--- config.mk ---
export PLATFORM = sky130hd
export DESIGN_NAME = traffic_phase_controller
export DESIGN_NICKNAME = d
export VERILOG_FILES = /design/src/rtl/traffic_pkg.sv /design/src/rtl/traffic_phase_controller_req_latch.sv /design/src/rtl/traffic_phase_controller.sv
export SDC_FILE = /design/constraint.sdc
export NUM_CORES = 1
export LEC_CHECK = 0
export CAP_MARGIN = 10
export CORE_UTILIZATION = 48
export DETAILED_ROUTE_END_ITERATION = 7
export PLACE_DENSITY = 0.76
export SYNTH_ARGS = -nofsm -noshare
export SYNTH_HDL_FRONTEND = slang
export SYNTH_SLANG_ARGS = --single-unit
--- constraint.sdc ---
create_clock -name clk -period 2.2 [get_ports clk]
set_input_delay 0.55 -clock clk [delete_from_list [all_inputs] [get_ports clk]]
set_output_delay 0.55 -clock clk [all_outputs]
set_load 0.005 [all_outputs]
--- src/rtl/traffic_pkg.sv ---
// Shared encodings for the intersection phase controller: phase states,
// lamp patterns, default phase durations and lamp decode helpers.
package traffic_pkg;

    // Phase encoding; 3'd7 is unused and is steered to AR2.
    typedef enum logic [2:0] {
        MG   = 3'd0,
        MY   = 3'd1,
        AR1  = 3'd2,
        WALK = 3'd3,
        SG   = 3'd4,
        SY   = 3'd5,
        AR2  = 3'd6
    } phase_e;

    // Lamp patterns, {red, yellow, green}, one-hot.
    localparam logic [2:0] LAMP_R = 3'b100;
    localparam logic [2:0] LAMP_Y = 3'b010;
    localparam logic [2:0] LAMP_G = 3'b001;

    // Default durations in timer ticks (legal range 1..15).
    localparam logic [3:0] D_MAIN = 4'd6;
    localparam logic [3:0] D_SIDE = 4'd4;
    localparam logic [3:0] D_EXT  = 4'd3;
    localparam logic [3:0] D_YEL  = 4'd2;
    localparam logic [3:0] D_RED  = 4'd1;
    localparam logic [3:0] D_WALK = 4'd5;

    // Main-road lamp for a phase; anything that is not MG/MY shows red.
    function automatic logic [2:0] main_lamp_of(input phase_e ph);
        case (ph)
            MG:      main_lamp_of = LAMP_G;
            MY:      main_lamp_of = LAMP_Y;
            default: main_lamp_of = LAMP_R;
        endcase
    endfunction

    // Side-road lamp for a phase; anything that is not SG/SY shows red.
    function automatic logic [2:0] side_lamp_of(input phase_e ph);
        case (ph)
            SG:      side_lamp_of = LAMP_G;
            SY:      side_lamp_of = LAMP_Y;
            default: side_lamp_of = LAMP_R;
        endcase
    endfunction

endpackage

--- src/rtl/traffic_phase_controller_req_latch.sv ---
// Set/clear request flop. Clear beats set when both arrive together, so a
// request coinciding with its own service is dropped for that one cycle.
module req_latch (
    input  logic i_clk,
    input  logic i_rst_n,
    input  logic i_set,
    input  logic i_clr,
    output logic o_q
);

    logic r_q;

    // Clear-priority set/reset register.
    always_ff @(posedge i_clk or negedge i_rst_n) begin
        if (!i_rst_n)   r_q <= 1'b0;
        else if (i_clr) r_q <= 1'b0;
        else if (i_set) r_q <= 1'b1;
    end

    assign o_q = r_q;

endmodule

--- src/rtl/traffic_phase_controller.sv ---
// Intersection phase sequencer. Chooses the next phase on each accepted
// timer expiry, loads the external countdown timer with that phase's
// duration and drives the lamp outputs, all from registers.
//
// Timer handshake: start_timer is a one-cycle pulse; timer_value is valid
// in that cycle. expired is accepted only when start_timer was low in the
// current and the previous cycle (the timer's reload window is ignored).
module traffic_phase_controller
    import traffic_pkg::*;
#(
    parameter logic [3:0] T_MAIN = D_MAIN,
    parameter logic [3:0] T_SIDE = D_SIDE,
    parameter logic [3:0] T_EXT  = D_EXT,
    parameter logic [3:0] T_YEL  = D_YEL,
    parameter logic [3:0] T_RED  = D_RED,
    parameter logic [3:0] T_WALK = D_WALK
) (
    input  logic       clk,
    input  logic       sys_reset,
    input  logic       sensor,
    input  logic       walk_btn,
    input  logic       expired,
    output logic       start_timer,
    output logic [3:0] timer_value,
    output logic [2:0] main_lamp,
    output logic [2:0] side_lamp,
    output logic       walk_lamp,
    output logic [2:0] phase
);

    // A zero duration would make the timer wrap through 16 ticks.
    if (T_MAIN == 4'd0 || T_SIDE == 4'd0 || T_EXT == 4'd0 ||
        T_YEL == 4'd0 || T_RED == 4'd0 || T_WALK == 4'd0) begin : g_bad_duration
        $error("traffic_phase_controller: every duration must be 1..15");
    end

    phase_e     r_state;
    logic       r_init;
    logic       r_start;
    logic       r_start_d;
    logic [3:0] r_tval;
    logic [2:0] r_main;
    logic [2:0] r_side;
    logic       r_walk;
    logic       r_ext_used;

    phase_e     w_next;
    logic       w_enter;
    logic       w_ext_take;
    logic [3:0] w_dur;
    logic       w_exp_ok;
    logic       w_side_req;
    logic       w_walk_req;
    logic       w_side_set;
    logic       w_walk_set;

    assign w_exp_ok = expired & ~r_start & ~r_start_d;

    // Side requests are collected everywhere except SG/SY; served on SG entry.
    assign w_side_set = sensor & (r_state != SG) & (r_state != SY);
    // Walk requests are collected everywhere except WALK; served on WALK entry.
    assign w_walk_set = walk_btn & (r_state != WALK);

    req_latch u_side_req (
        .i_clk   (clk),
        .i_rst_n (sys_reset),
        .i_set   (w_side_set),
        .i_clr   (w_enter && w_next == SG),
        .o_q     (w_side_req)
    );

    req_latch u_walk_req (
        .i_clk   (clk),
        .i_rst_n (sys_reset),
        .i_set   (w_walk_set),
        .i_clr   (w_enter && w_next == WALK),
        .o_q     (w_walk_req)
    );

    // Next phase, entry strobe and the duration to load on entry.
    always_comb begin
        w_next     = r_state;
        w_enter    = 1'b0;
        w_ext_take = 1'b0;
        if (r_init) begin
            w_next  = MG;
            w_enter = 1'b1;
        end else begin
            case (r_state)
                MG: if (w_exp_ok) begin
                    w_enter = 1'b1;
                    w_next  = (w_side_req || w_walk_req) ? MY : MG;
                end
                MY: if (w_exp_ok) begin
                    w_enter = 1'b1;
                    w_next  = AR1;
                end
                AR1: if (w_exp_ok) begin
                    w_enter = 1'b1;
                    w_next  = w_walk_req ? WALK : (w_side_req ? SG : AR2);
                end
                WALK: if (w_exp_ok) begin
                    w_enter = 1'b1;
                    w_next  = w_side_req ? SG : AR2;
                end
                SG: if (w_exp_ok) begin
                    w_enter = 1'b1;
                    if (sensor && !r_ext_used) begin
                        w_next     = SG;
                        w_ext_take = 1'b1;
                    end else begin
                        w_next = SY;
                    end
                end
                SY: if (w_exp_ok) begin
                    w_enter = 1'b1;
                    w_next  = AR2;
                end
                AR2: if (w_exp_ok) begin
                    w_enter = 1'b1;
                    w_next  = MG;
                end
                default: begin
                    w_enter = ~r_start;
                    w_next  = AR2;
                end
            endcase
        end

        case (w_next)
            MG:      w_dur = T_MAIN;
            MY:      w_dur = T_YEL;
            AR1:     w_dur = T_RED;
            WALK:    w_dur = T_WALK;
            SG:      w_dur = w_ext_take ? T_EXT : T_SIDE;
            SY:      w_dur = T_YEL;
            default: w_dur = T_RED;
        endcase
    end

    // State, timer load and lamp registers; reset shows MG lamps at once.
    always_ff @(posedge clk or negedge sys_reset) begin
        if (!sys_reset) begin
            r_state    <= MG;
            r_init     <= 1'b1;
            r_start    <= 1'b0;
            r_start_d  <= 1'b0;
            r_tval     <= T_MAIN;
            r_main     <= LAMP_G;
            r_side     <= LAMP_R;
            r_walk     <= 1'b0;
            r_ext_used <= 1'b0;
        end else begin
            r_init    <= 1'b0;
            r_start   <= w_enter;
            r_start_d <= r_start;
            if (w_enter) begin
                r_state <= w_next;
                r_tval  <= w_dur;
                r_main  <= main_lamp_of(w_next);
                r_side  <= side_lamp_of(w_next);
                r_walk  <= (w_next == WALK);
            end
            if (w_ext_take)
                r_ext_used <= 1'b1;
            else if (w_enter && w_next == SY)
                r_ext_used <= 1'b0;
        end
    end

    assign start_timer = r_start;
    assign timer_value = r_tval;
    assign main_lamp   = r_main;
    assign side_lamp   = r_side;
    assign walk_lamp   = r_walk;
    assign phase       = r_state;

endmodule

# Yosys cells after proc, flatten, opt, wreduce, memory -nomap -nowiden
# Index checks and enable logic that the tools add are counted.
[word_totals]
reg_bits = 20
in_bits = 5
out_inout_bits = 15
word_cells = 74
[op_classes]
n_eq_ne = 13
n_mux = 30
bitwise = 7
reduce_logical = 13
[op_table]
columns = ["cell", "n"]
rows = [
  ["$mux W3", 10],
  ["$pmux W3 S7", 1],
  ["$eq A3 B3 Y1 const B", 5],
  ["$mux W1", 15],
  ["$pmux W3 S2", 2],
  ["$pmux W3 S4", 1],
  ["$eq A3 B2 Y1 const B", 3],
  ["$reduce_or A7 Y1", 1],
  ["$eq A3 B1 Y1 const B", 2],
  ["$logic_not A3 Y1", 2],
  ["$ne A3 B3 Y1 const B", 2],
  ["$reduce_bool A2 Y1", 3],
  ["$and A1 B1 Y1", 5],
  ["$logic_and A1 B1 Y1", 4],
  ["$ne A3 B2 Y1 const B", 1],
  ["$mux W2", 1],
  ["$not A1 Y1", 2],
  ["$reduce_or A2 Y1", 1],
  ["$logic_not A1 Y1", 1],
  ["$logic_or A1 B1 Y1", 1],
]

# Logic depth before layout (Yosys ltp)
[logic_depth]
word_depth = 10
ltp_mapped = 7
mapped_depth_nobuf = 6

# By module
# Synthesis repeated with hierarchy kept, for this count alone.
[hier_totals]
hier_cells = 98
hier_area_um2 = 928.4
[modules_own_cells]
columns = ["mod", "n_inst", "cells_each", "area_each_um2", "seq_area_each_um2"]
rows = [
  ["traffic_phase_controller", 1, 94, 858.3, 431.7],
  ["req_latch", 2, 2, 35.0, 25.0],
]

# Least setup slack after synthesis
# No wires, ideal clock.
[synth_timing]
kind = "input to register"
from = "in expired"
to = "reg r_tval[2], in the netlist timer_value[2]"
setup_ns = 0.077
arrival_ns = 1.902
required_ns = 2.123
path_slack_ns = 0.221
path_stages = 5
n_path_buf = 0
cell_sequence = "or3b_4 -> and2_4 -> o31a_1 -> or3_1 -> a31oi_1"
[synth_via]
elab_chain_cells = 8
word_cells_on_any_way = 25
cone_classes = "4 x eq/ne; 17 x mux; 2 x bitwise; 2 x reduce/logical"
[synth_rtl]
columns = ["item", "line", "rtl"]
rows = [
  ["start: declaration", "traffic_phase_controller.sv:22", "input logic expired,"],
  ["$and A1 B1 Y1 * (2 in series)", "traffic_phase_controller.sv:57", "assign w_exp_ok = expired & ~r_start & ~r_start_d;"],
  ["$mux W3 (tied with other cells)", "traffic_phase_controller.sv:119", "AR2: if (w_exp_ok) begin"],
  ["$pmux W3 S7", "traffic_phase_controller.sv:89", "case (r_state)"],
  ["$mux W3", "traffic_phase_controller.sv:85", "if (r_init) begin"],
  ["$eq A3 B3 Y1 / $eq A3 B1 Y1 (equally long branches)", "traffic_phase_controller.sv:130", "case (w_next)"],
  ["$reduce_or A2 Y1 (no source line)", "--", ""],
  ["$pmux W3 S4", "traffic_phase_controller.sv:130", ""],
  ["end signal: assignment", "traffic_phase_controller.sv:159", "r_tval <= w_dur;"],
  ["end: declaration", "traffic_phase_controller.sv:41", "logic [3:0] r_tval;"],
]
# Every way passes the cells marked *; elsewhere a longest branch is shown, timed or not.
# A chain may end at the register's enable or synchronous reset.

# Worst setup path after layout
[layout_timing]
from = "in expired"
to = "reg r_main[0], in the netlist main_lamp[0]"
[layout_via]
elab_chain_cells = 7
word_cells_on_any_way = 17
cone_classes = "1 x eq/ne; 13 x mux; 2 x bitwise; 1 x reduce/logical"
[layout_rtl]
columns = ["item", "line", "rtl"]
rows = [
  ["$and A1 B1 Y1 * (2 in series)", "traffic_phase_controller.sv:57", ""],
  ["$mux W3 (tied with other cells)", "traffic_phase_controller.sv:119", ""],
  ["$pmux W3 S7", "traffic_phase_controller.sv:89", ""],
  ["$mux W3", "traffic_phase_controller.sv:85", ""],
  ["$eq A3 B1 Y1 / $logic_not A3 Y1 (equally long branches)", "traffic_pkg.sv:31", "case (ph)"],
  ["$pmux W3 S2", "traffic_pkg.sv:31", ""],
  ["end signal: assignment", "traffic_phase_controller.sv:160", "r_main <= main_lamp_of(w_next);"],
  ["end: declaration", "traffic_phase_controller.sv:42", "logic [2:0] r_main;"],
]
# Marks and branches as above.

==> reports/summary.txt <==
outcome - finished, final reports clean
r2r setup slk - 280 ps
dpl hpwl - 1410 um
Cell Area, Synth - 904.6 um^2
CP Max Fanout - 4
max-cap violation count - 0
Worst setup SP type - input port
deepest clock path buffer count - 2
post-synthesis mux area share - 0%
most common cell after layout, fill and taps aside - clkdlybuf4s50_1
setup bufs post-CTS - 0
share of the synthesized area in the top cell type - 38.73%
Worst EP required - 2400 ps
Die Footprint - 0.002062 mm^2
Mean Syn Cell Area - 9.833 um^2
Final WS setup - 32.29 ps
Worst Setup SP - expired
WL/cell - 13.01 um
Distinct cells, synth - 35
CTS clock-pin slew for the worst setup and hold paths - 110 ps
initial antenna violation count - 0
via count - 784
DRT antenna net count - 0
GPL Wtd Cong - 0.8278
Port-buffer cells - 18
global-route wire length before repair - 3284 um
crit path DAT - 2360 ps
Area contributors post-synth - dfrtp_1 (39%), dfstp_2 (15%), nor2_1 (3.7%)
Power Density - 579.3 mW/mm^2
Die Span Y - 45.41 um
number of global-route vias before repair - 739
Die X - 45.41 um
EDFF count, synth - 0
drt drc - 0
htree depth - 1
Leak Pwr - 0.5101 nW
IO Pins - 20
Main synth FF type - dfrtp_1
max frequency - 0.4613 GHz
CTS tree - yes
number of CTS-inserted buffers - 3
pre-CTS setup slack - -301.1 ps
main combinational cell family by area after synthesis - simple AND/OR/NAND/NOR gates
Reg2Reg Launch Point - start_timer$_DFF_PN0_
Peak VDD IR - 0.0004758 V
Overall Power - 0.6987 mW
core area - 0.001745 mm^2
area grow syn2layout - 33.33%
ys async rst share - 100.0%
skew final - 7.831 ps
XOR/XNOR share of the synthesized area - 0%
routed wire length - 1899 um
fin crit share - 98.53%
largest net degree at the start of global routing - 20
kind of end point of the critical path - flop
clock latency on the worst-skew pair - 300 ps
min cycle time layout - 2168 ps
RSZ-0062 raised after global routing - no
Synth Area in Simple Gates - 22.82%
post_cts resized - 0
Initial DRC Count - 16
nets - 127
Min-Delay Path Class - flop to flop
post-synthesis sequential area ratio - 53.25%
Hold Crit Start - main_lamp[0]$_DFFE_PN1N_
# diodes - 0
Hold-fix buffers, CTS - 0
clk sink count - 19
setup violators final - 0
fraction of layout cells with a size suffix above 1 - 19.01%
CTS root buffer - clkbuf_4
Synth Area in Adders - 0%
YS warnings - 0
most frequent cells in the layout - clkdlybuf4s50_1 (18), dfrtp_1 (14), buf_4 (11), nor2_1 (9)
Final Max Tran Viols - 0
synthesis-stage register bit count - 19
post-synth top area cell - dfrtp_1
Congestion Overflow GR - 0
Synth Area in Compound Gates - 19.64%
fillers - 146
vias per cell - 5.370
WS Path Type - input port to flop
row count - 15
Mapped Cells - 92
1st-pass router iterations - 4
Global Route Usage Sum - 22.33%
Final Hold Fails - 0
Initial Util - 51.83%
cells in the mapped netlist (all sizes together) (2+ instances only):
library cell,number
a31oi,2
inv,3
dfstp,5
nand3,4
a21oi,6
o21a,3
o21ai,4
nor3b,2
and3,2
nand2,6
dfrtp,14
o31a,2
nand2b,4
clkbuf,3
buf,2
nor2,9
and2,2
a22o,2
nor3,4
worst max-delay path: stages:
cell and delay (ps):
clkdlybuf4s50_1 480, or3b_4 390, and2_4 170, o31a_1 280, buf_4 150, o41ai_1 340
layer usage:
metal  vias to the layer above  track usage [%]  part of all wire (%)
li1                        389                -                     -
met1                       381            30.39                    47
met2                        12            35.14                    48
met3                         2            5.159                   3.2
met4                         0            7.273                   1.4
met5                         -                0                     0
final cells by class:
type | instances | area, um^2 | area share (%)
repair buffers | 29 | 262.8 | 21.78
clock inverters | 1 | 5.005 | 0.4149
well taps | 25 | 31.28 | 2.593
multi-input cells | 66 | 391.6 | 32.47
inverters | 3 | 11.26 | 0.9336
flip-flops and latches | 19 | 481.7 | 39.94
clock buffers | 3 | 22.52 | 1.867
registers in the layout (all words and copies together), names as in the netlist:
register	count
r_init	1
main_lamp	3
side_lamp	3
walk_lamp	1
start_timer	1
r_start_d	1
u_walk_req.o_q	1
u_side_req.o_q	1
r_ext_used	1
phase	3
timer_value	3
cell families (layout without fill, tap and decap cells):
group | count (synthesis) | after routing
and+or+nand+nor | 38 | 38
AOI/OAI and AO/OA | 26 | 26
DFF | 19 | 19
buffers and inverters | 8 | 36
other | 1 | 2
final timing paths:
check | depth (start not counted) | to
max | 6 | main_lamp[0]$_DFFE_PN1N_
min | 2 | main_lamp[0]$_DFFE_PN1N_
max reg2reg | 5 | main_lamp[0]$_DFFE_PN1N_
min reg2reg | 2 | main_lamp[0]$_DFFE_PN1N_
max in group asynchronous | 2 | timer_value[1]$_DFFE_PN1N_
min in group asynchronous | 2 | side_lamp[0]$_DFFE_PN0N_
per-stage QoR:
stage | util, % | hold WS [ps] | area [um^2] | std cells | setup TNS (ps)
2_1_floorplan | - | 254.4 | 908.4 | 93 | 0
3_3_place_gp | 67.53 | 455.0 | 1179 | 142 | -1794
3_5_place_dp | 67.53 | 468.0 | 1179 | 142 | -1835
4_1_cts | 69.10 | 485.1 | 1206 | 146 | 0
5_1_grt | 69.10 | 502.1 | 1206 | 146 | 0
6_report | 69.10 | 484.5 | 1206 | 146 | 0
power breakdown:
part	total, mW	internal, mW	switching, mW
sequential	0.395	0.376	0.0198
combinational	0.131	0.0757	0.0555
clock	0.172	0.0678	0.104
No activity file was read; power rests on OpenSTA's default activity.
